<file path="src/rtl/mux2_8_arbiter.sv">
// mux2_8_arbiter: round-robin arbiter/sequencer in front of a shared 2:1 mux.
// Two requesters (req0/d0, req1/d1) compete for one registered output y
// offered downstream on a valid/ready handshake. The owner keeps the mux for
// up to HOLD_MAX consecutive beats while the other side is waiting.
// Optional feature macro: MUX2_8_ARB_STATS_EN enables the per-requester
// saturating beat counters cnt0/cnt1 (tied to 0 otherwise).
module mux2_8_arbiter #(
  parameter int WIDTH    = 8,
  parameter int HOLD_MAX = 4
) (
  input  logic             clk,
  input  logic             reset,
  input  logic             req0,
  input  logic [WIDTH-1:0] d0,
  output logic             gnt0,
  input  logic             req1,
  input  logic [WIDTH-1:0] d1,
  output logic             gnt1,
  output logic             s,
  output logic [WIDTH-1:0] y,
  output logic             y_valid,
  input  logic             y_ready,
  output logic [15:0]      cnt0,
  output logic [15:0]      cnt1
);

  typedef enum logic [1:0] {IDLE, OWN0, OWN1} state_t;

  localparam logic [3:0] HOLD_LIM = 4'(HOLD_MAX);

  state_t     st, st_nxt;
  logic       last, last_nxt;
  logic [3:0] hold, hold_nxt;
  logic       slot, acc, sel, sel_vld;
  logic       own_hit, other_req, owner_req;
  logic [3:0] run;

  // Output slot is free when empty or being drained this cycle.
  assign slot = !y_valid || y_ready;

  // Pick the requester to serve: owner first, else the other; ties from IDLE go to !last.
  always_comb begin
    sel_vld = 1'b0;
    sel     = 1'b0;
    case (st)
      IDLE: begin
        if (req0 && req1) begin sel_vld = 1'b1; sel = !last; end
        else if (req0)    begin sel_vld = 1'b1; sel = 1'b0;  end
        else if (req1)    begin sel_vld = 1'b1; sel = 1'b1;  end
      end
      OWN0: begin
        if (req0)      begin sel_vld = 1'b1; sel = 1'b0; end
        else if (req1) begin sel_vld = 1'b1; sel = 1'b1; end
      end
      OWN1: begin
        if (req1)      begin sel_vld = 1'b1; sel = 1'b1; end
        else if (req0) begin sel_vld = 1'b1; sel = 1'b0; end
      end
      default: ;
    endcase
  end

  // A beat is accepted only with a free slot and never during reset.
  assign acc  = slot && sel_vld && !reset;
  assign gnt0 = acc && !sel;
  assign gnt1 = acc && sel;

  // Next state, hold count and last-served tracking.
  always_comb begin
    st_nxt    = st;
    hold_nxt  = hold;
    last_nxt  = last;
    own_hit   = (st == OWN0 && !sel) || (st == OWN1 && sel);
    run       = own_hit ? ((hold == 4'hF) ? 4'hF : hold + 4'd1) : 4'd1;
    other_req = sel ? req0 : req1;
    owner_req = (st == OWN1) ? req1 : req0;
    if (acc) begin
      last_nxt = sel;
      if (other_req && run >= HOLD_LIM) begin
        // Burst quota used up and the other side is waiting: hand over.
        st_nxt   = sel ? OWN0 : OWN1;
        hold_nxt = 4'd0;
      end else begin
        st_nxt   = sel ? OWN1 : OWN0;
        hold_nxt = run;
      end
    end else if (st != IDLE && !owner_req) begin
      // Owner went quiet without a beat being taken (slot blocked or nobody left).
      hold_nxt = 4'd0;
      if (sel_vld) begin
        st_nxt = sel ? OWN1 : OWN0;
      end else begin
        st_nxt   = IDLE;
        last_nxt = (st == OWN1);
      end
    end
  end

  // Arbitration state register.
  always_ff @(posedge clk) begin
    if (reset) begin
      st   <= IDLE;
      hold <= 4'd0;
      last <= 1'b1;
    end else begin
      st   <= st_nxt;
      hold <= hold_nxt;
      last <= last_nxt;
    end
  end

  // Output register: capture on accept, drop valid on drain without refill.
  always_ff @(posedge clk) begin
    if (reset) begin
      y       <= '0;
      y_valid <= 1'b0;
      s       <= 1'b0;
    end else if (acc) begin
      y       <= sel ? d1 : d0;
      y_valid <= 1'b1;
      s       <= sel;
    end else if (y_ready) begin
      y_valid <= 1'b0;
    end
  end

`ifdef MUX2_8_ARB_STATS_EN
  // Saturating per-requester beat counters.
  always_ff @(posedge clk) begin
    if (reset) begin
      cnt0 <= '0;
      cnt1 <= '0;
    end else begin
      if (gnt0 && cnt0 != 16'hFFFF) cnt0 <= cnt0 + 16'd1;
      if (gnt1 && cnt1 != 16'hFFFF) cnt1 <= cnt1 + 16'd1;
    end
  end
`else
  assign cnt0 = '0;
  assign cnt1 = '0;
`endif

endmodule

</file>
<file path="config.mk">
export PLATFORM = sky130hd
export DESIGN_NAME = mux2_8_arbiter
export DESIGN_NICKNAME = d
export VERILOG_FILES = /design/src/rtl/mux2_8_arbiter.sv
export SDC_FILE = /design/constraint.sdc
export NUM_CORES = 1
export LEC_CHECK = 0
export CAP_MARGIN = 20
export CORE_ASPECT_RATIO = 2
export CORE_MARGIN = 4
export CORE_UTILIZATION = 40
export DETAILED_ROUTE_END_ITERATION = 8
export GPL_ROUTABILITY_DRIVEN = 0
export PLACE_DENSITY = 0.8
export SLEW_MARGIN = 20
export SYNTH_ARGS = -nofsm -noshare
export SYNTH_HDL_FRONTEND = slang
export SYNTH_SLANG_ARGS = --single-unit
</file>
<file path="constraint.sdc">
create_clock -name clk -period 2.2 [get_ports clk]
set_input_delay 0.22 -clock clk [delete_from_list [all_inputs] [get_ports clk]]
set_output_delay 0.22 -clock clk [all_outputs]
set_load 0.01 [all_outputs]
</file>
# ---- Word-level counts from Yosys, hierarchy flattened
# Cells that the tools add are included.
dict set report word_totals {
  reg_bits 17
  inputBits 21
  out_inout_bits 44
  word_cells 61
}
dict set report classes {
  n_addsub 1
  n_lt_le_gt_ge 1
  n_eq_ne 4
  muxes 28
  n_reduce_logical 21
}
# operator n
set op_table {}
lappend op_table {{2-to-1 mux 4 bit} 5}
lappend op_table {{2-to-1 mux 1 bit} 14}
lappend op_table {{2-to-1 mux 2 bit} 6}
lappend op_table {{logical AND 1 bit} 9}
lappend op_table {{2-to-1 mux 8 bit} 1}
lappend op_table {{one-hot mux 1 bit (3 select lines)} 2}
lappend op_table {{nonzero test 2 bit} 3}
lappend op_table {{zero test 1 bit} 5}
lappend op_table {{adder 4 x 1 -> 4 bit, second input constant} 1}
lappend op_table {{== test 4 bit, second input constant} 1}
lappend op_table {{greater-or-equal comparator 4 x 3 -> 1 bit, second input constant} 1}
lappend op_table {{== test 2 x 1 -> 1 bit, second input constant} 1}
lappend op_table {{== test 2 bit, second input constant} 1}
lappend op_table {{zero test 2 bit} 1}
lappend op_table {{logical OR 1 bit} 2}
lappend op_table {{!= test 2 bit, second input constant} 1}
lappend op_table {{AND reduction 2 bit} 1}

# ---- Longest topological paths before layout
dict set report logic_depth {
  ltp_word 12
  mapped_depth 8
  mapped_depth_nobuf 7
}

# ---- Worst setup path after synthesis
# OpenSTA, ideal clock, no wires.
dict set report synth_timing {
  path_kind {reg2reg}
  start {register st[0]}
  end {register hold[0]}
  setup_time_ns 0.071
  arrival_time_ns 1.628
  t_required_ns 2.129
  setup_slack_ns 0.501
  path_stages_with_launch 7
  path_buffers 0
  synth_period_minus_slack_ns 1.699
  cell_sequence {dfxtp_1 -> ha_1 -> and2b_2 -> mux2i_2 -> a221oi_4 -> a311o_1 -> a21oi_1}
}
dict set report synth_via {
  elab_chain_cells 10
  elab_cells_between_ends 22
  cone_classes {order compare (1); eq/ne (2); mux (7); reduce/logical (12)}
}
# element line_no
set synth_rtl {}
lappend synth_rtl {{start, declared} 31} ;# state_t st, st_nxt;
lappend synth_rtl {{start signal, assigned} 106} ;# st <= st_nxt;
lappend synth_rtl {{== test 2 bit, or another cell as far along} {45, 73, 76}}
lappend synth_rtl {{one-hot mux 1 bit (3 select lines)} 45} ;# case (st)
lappend synth_rtl {{zero test 1 bit} 73} ;# own_hit = (st == OWN0 && !sel) || (st == OWN1 && sel);
lappend synth_rtl {{logical AND 1 bit} 73}
lappend synth_rtl {{logical OR 1 bit} 73}
lappend synth_rtl {{2-to-1 mux 4 bit} 74} ;# run = own_hit ? ((hold == 4'hF) ? 4'hF : hold + 4'd1) : 4'd1;
lappend synth_rtl {{greater-or-equal comparator 4 x 3 -> 1 bit} 79} ;# if (other_req && run >= HOLD_LIM) begin
lappend synth_rtl {{logical AND 1 bit} 79}
lappend synth_rtl {{2-to-1 mux 4 bit} 79}
lappend synth_rtl {{2-to-1 mux 4 bit} 77} ;# if (acc) begin
lappend synth_rtl {{end signal, assigned} 107} ;# hold <= hold_nxt;
lappend synth_rtl {{end, declared} 33} ;# logic [3:0] hold, hold_nxt;
# Several ways; a longest one is shown, not always the timed one.
# A chain may end at the register's enable or synchronous reset.

# ---- Final worst setup path
dict set report layout_timing {
  start {register st[1]}
  end {output gnt0}
}
dict set report layout_via {
  elab_chain_cells 5
  elab_cells_between_ends 9
  cone_classes {eq/ne (2); mux (2); reduce/logical (5)}
}
# element line_no
set layout_rtl {}
lappend layout_rtl {{== test 2 bit, or another cell as far along} 45}
lappend layout_rtl {{one-hot mux 1 bit (3 select lines)} 45}
lappend layout_rtl {{logical AND 1 bit (2 in series)} 64} ;# assign acc = slot && sel_vld && !reset;
lappend layout_rtl {{logical AND 1 bit *} 65} ;# assign gnt0 = acc && !sel;
lappend layout_rtl {{end, declared} 15} ;# output logic gnt0,
# Mark *: on every way between the ends. The rest lies on a longest branch, timed or not.

==> impl_results.md <==
* Status: finished clean
* DP HPWL at 2290 um
* Crit-path cells: inv_1 -> ha_2 -> o22a_1 -> nand4_1 -> nor2_1 -> dlygate4sd2_1
* Drt via density at 5.06
* Starting density of the core at 0.423
* Warnings from Yosys at 0
* Antenna violations before repair at 0
* P_int at 0.836 mW
* Die X at 47.7 um
* CTS Sinks at 17
* Post-DRT Antenna Nets at 0
* CP required at 1.98 ns
* CTS tree: built
* Post-CTS Setup Inserts at 0
* Clock tree buffer depth at 2
* Post-synth EDFFs at 0
* Pre-antenna DRT Iters at 4
* Worst vdd ir at 0.531 mV
* Area Overhead vs Synth at 24.0%
* Hold_buf cts at 0
* CP Capture Type: output pin
* CTS buffer count at 3
* Combinational power share at 0.524
* Max Cap Viol at 0
* Leak Pwr at 0.680 nW
* Worst-skew pair later-pin latency at 0.26 ns
* Die height at 87.4 um
* Root Buffer: clkbuf_8
* Worst min-delay path class: reg -> reg
* Non-Filler Instances at 224
* Switch share at 0.396
* Max Fanout on Critical Path at 4
* TNS Setup at 0 ns
* Placed cells at 220
* Sequential fraction of the synthesis area at 0.270
* Worst Setup Start Kind: flop
* Nets at 221
* Switching pwr at 0.548 mW
* Routed WL at 2750 um
* Fin. max-slew vios at 0
* GRT Overall Usage at 0.138
* Row count at 28
* Cts repair resizes at 3
* Synth top area share at 0.270
* CP Buf/Inv Count at 2
* Final min period at 2.02 ns
* Fmax at 495 MHz
* Flops & latches, synth at 17
* RSZ-0062 raised after global routing: false
* Post-synth top area cell: dfxtp_1
* Final Hold Vio Count at 0
* Mapped Area at 0.00126 mm2
* # port buffers at 32
* Pin count of the biggest net entering global routing at 16
* Most area-consuming cells after synthesis: dfxtp_1 27%, buf_4 19%, nand2_1 6.6%
* Clk_skew at 0.00184 ns
* Clock transition at path regs at 0.07 ns
* Crit Path Class: reg -> out
* Worst EP arrival at 1.80 ns
* Antenna Cells at 0
* Sequential Power Share at 0.306
* Final setup violation count at 0
* Clock power share at 0.170
* Total die area at 0.00417 mm2
* Async set-reset flop share out of synthesis at 0
* Power density over the cells at 886 mW/mm2
* Io pins at 65
* Crit path largest cell delay at 0.38 ns
* Routed len/inst at 12.3 um
* CP max-delay cell: dfxtp_1
* Post-Synthesis Cells at 159
* Core area at 0.00298 mm2
* # H-tree levels at 1
* Number of global-route vias before repair at 1049
* Vias at 1133
* Share of cells above drive strength 1 at 0.0928
* GRT overflow at 0
* Yosys cell types at 41
* DRC violation count after routing at 0
* First-pass GRT wire length at 4220 um
* Final period util at 0.919
* Main synth FF type: dfxtp_1
* Avg Synthesized Cell Area at 7.92 um2
* Iter 0 DRT Violations at 7
* Delay-heaviest family, CP: flip-flops
kinds of logic (layout without fill, tap and decap cells):
logic type	count (synthesis)	after routing	share of synthesized area
AND/OR/NAND/NOR	55	55	0.203
buffers and inverters	44	48	0.229
AO/OA/AOI/OAI	34	34	0.219
flip-flops	17	17	0.270
adder cells (fa/ha/maj)	5	5	0.0497
multiplexers	2	2	0.0189
other	1	32	0.00298
XOR/XNOR	1	1	0.00695
through the flow:
| stage | power (mW) | hold WS [ns] | instance area [um2] | util | setup slack, ns |
|---|---|---|---|---|---|
| finish | 1.38 | 0.491 | 1560 | 0.525 | 0.178 |
| global route | 1.49 | 0.515 | 1560 | 0.525 | 0.0319 |
| CTS | 1.40 | 0.489 | 1560 | 0.525 | 0.171 |
| detailed placement | 1.16 | 0.480 | 1520 | 0.509 | 0.119 |
| global placement | 1.15 | 0.474 | 1520 | 0.509 | 0.140 |
| floorplan | 0.933 | 0.379 | 1380 | - | 0.501 |
worst reg2reg max path: cells and delay by family, from the launching register on:
family | cells | cell delay (ns)
fa+ha+maj | 1 | 0.31
simple gates | 2 | 0.48
flops | 1 | 0.38
buf+inv | 2 | 0.29
compound gates | 2 | 0.40
area by class of cell:
type                       instances  area [um2]
fill                             292        1420
clock inverter                     1        5.00
inverter                           5        18.8
tap                               30        37.5
timing repair buffer              39         370
multi-input combinational        129         749
clock buffer                       3        41.3
sequential                        17         340
Yosys cell counts, drive strengths merged (2+ instances only):
cell type / number
nor3: 3
nand2: 22
a221oi: 2
o21ai: 3
buf: 35
and3: 2
nand2b: 3
ha: 5
dfxtp: 17
a211oi: 3
inv: 5
nor2: 14
nand3: 3
mux2i: 2
a311oi: 9
a21oi: 8
clkbuf: 4
state kept, by name (all words and copies together), names as in the netlist:
signal / cells
last: 1
st: 2
s: 1
y: 8
hold: 4
y_valid: 1
placed cells by master (no fill, tap or decap), types with 2 or more instances in the layout:
| master | instances |
|---|---|
| nand3_1 | 3 |
| dlygate4sd2_1 | 2 |
| a211oi_2 | 2 |
| clkdlybuf4s50_1 | 30 |
| ha_1 | 4 |
| clkbuf_8 | 3 |
| a311oi_1 | 9 |
| nor3_1 | 3 |
| a21oi_1 | 8 |
| nand2_1 | 22 |
| o21ai_1 | 2 |
| nor2_1 | 14 |
| and3_1 | 2 |
| inv_1 | 5 |
| dfxtp_1 | 17 |
| nand2b_1 | 3 |
| conb_1 | 32 |
| buf_4 | 7 |
layer usage:
layer	routed length, um	vias up	share of wire	global-route usage
met5	0	-	0	0
met4	57	0	0.021	0.0662
met3	247	5	0.090	0.0228
met2	1530	52	0.56	0.274
met1	915	513	0.33	0.113
li1	-	563	-	-
path summary, 6_finish.rpt:
path                            startpoint      end  slack, ns  cells after the start
worst max-delay path                 st[1]     gnt0       0.18                      6
worst min-delay path               hold[1]  hold[1]       0.49                      2
worst max register to register       st[1]     y[6]       0.25                      7
worst min register to register     hold[1]  hold[1]       0.49                      2
power by group through the flow:
stage | Sequential, mW | Combinational, mW | Clock, mW
after floorplan | 0.448 | 0.485 | 0
after global placement | 0.429 | 0.724 | 0
after detailed placement | 0.430 | 0.729 | 0
after CTS | 0.424 | 0.730 | 0.244
after global routing | 0.432 | 0.804 | 0.256
final | 0.424 | 0.725 | 0.236
No activity file was read; power rests on OpenSTA's default activity.
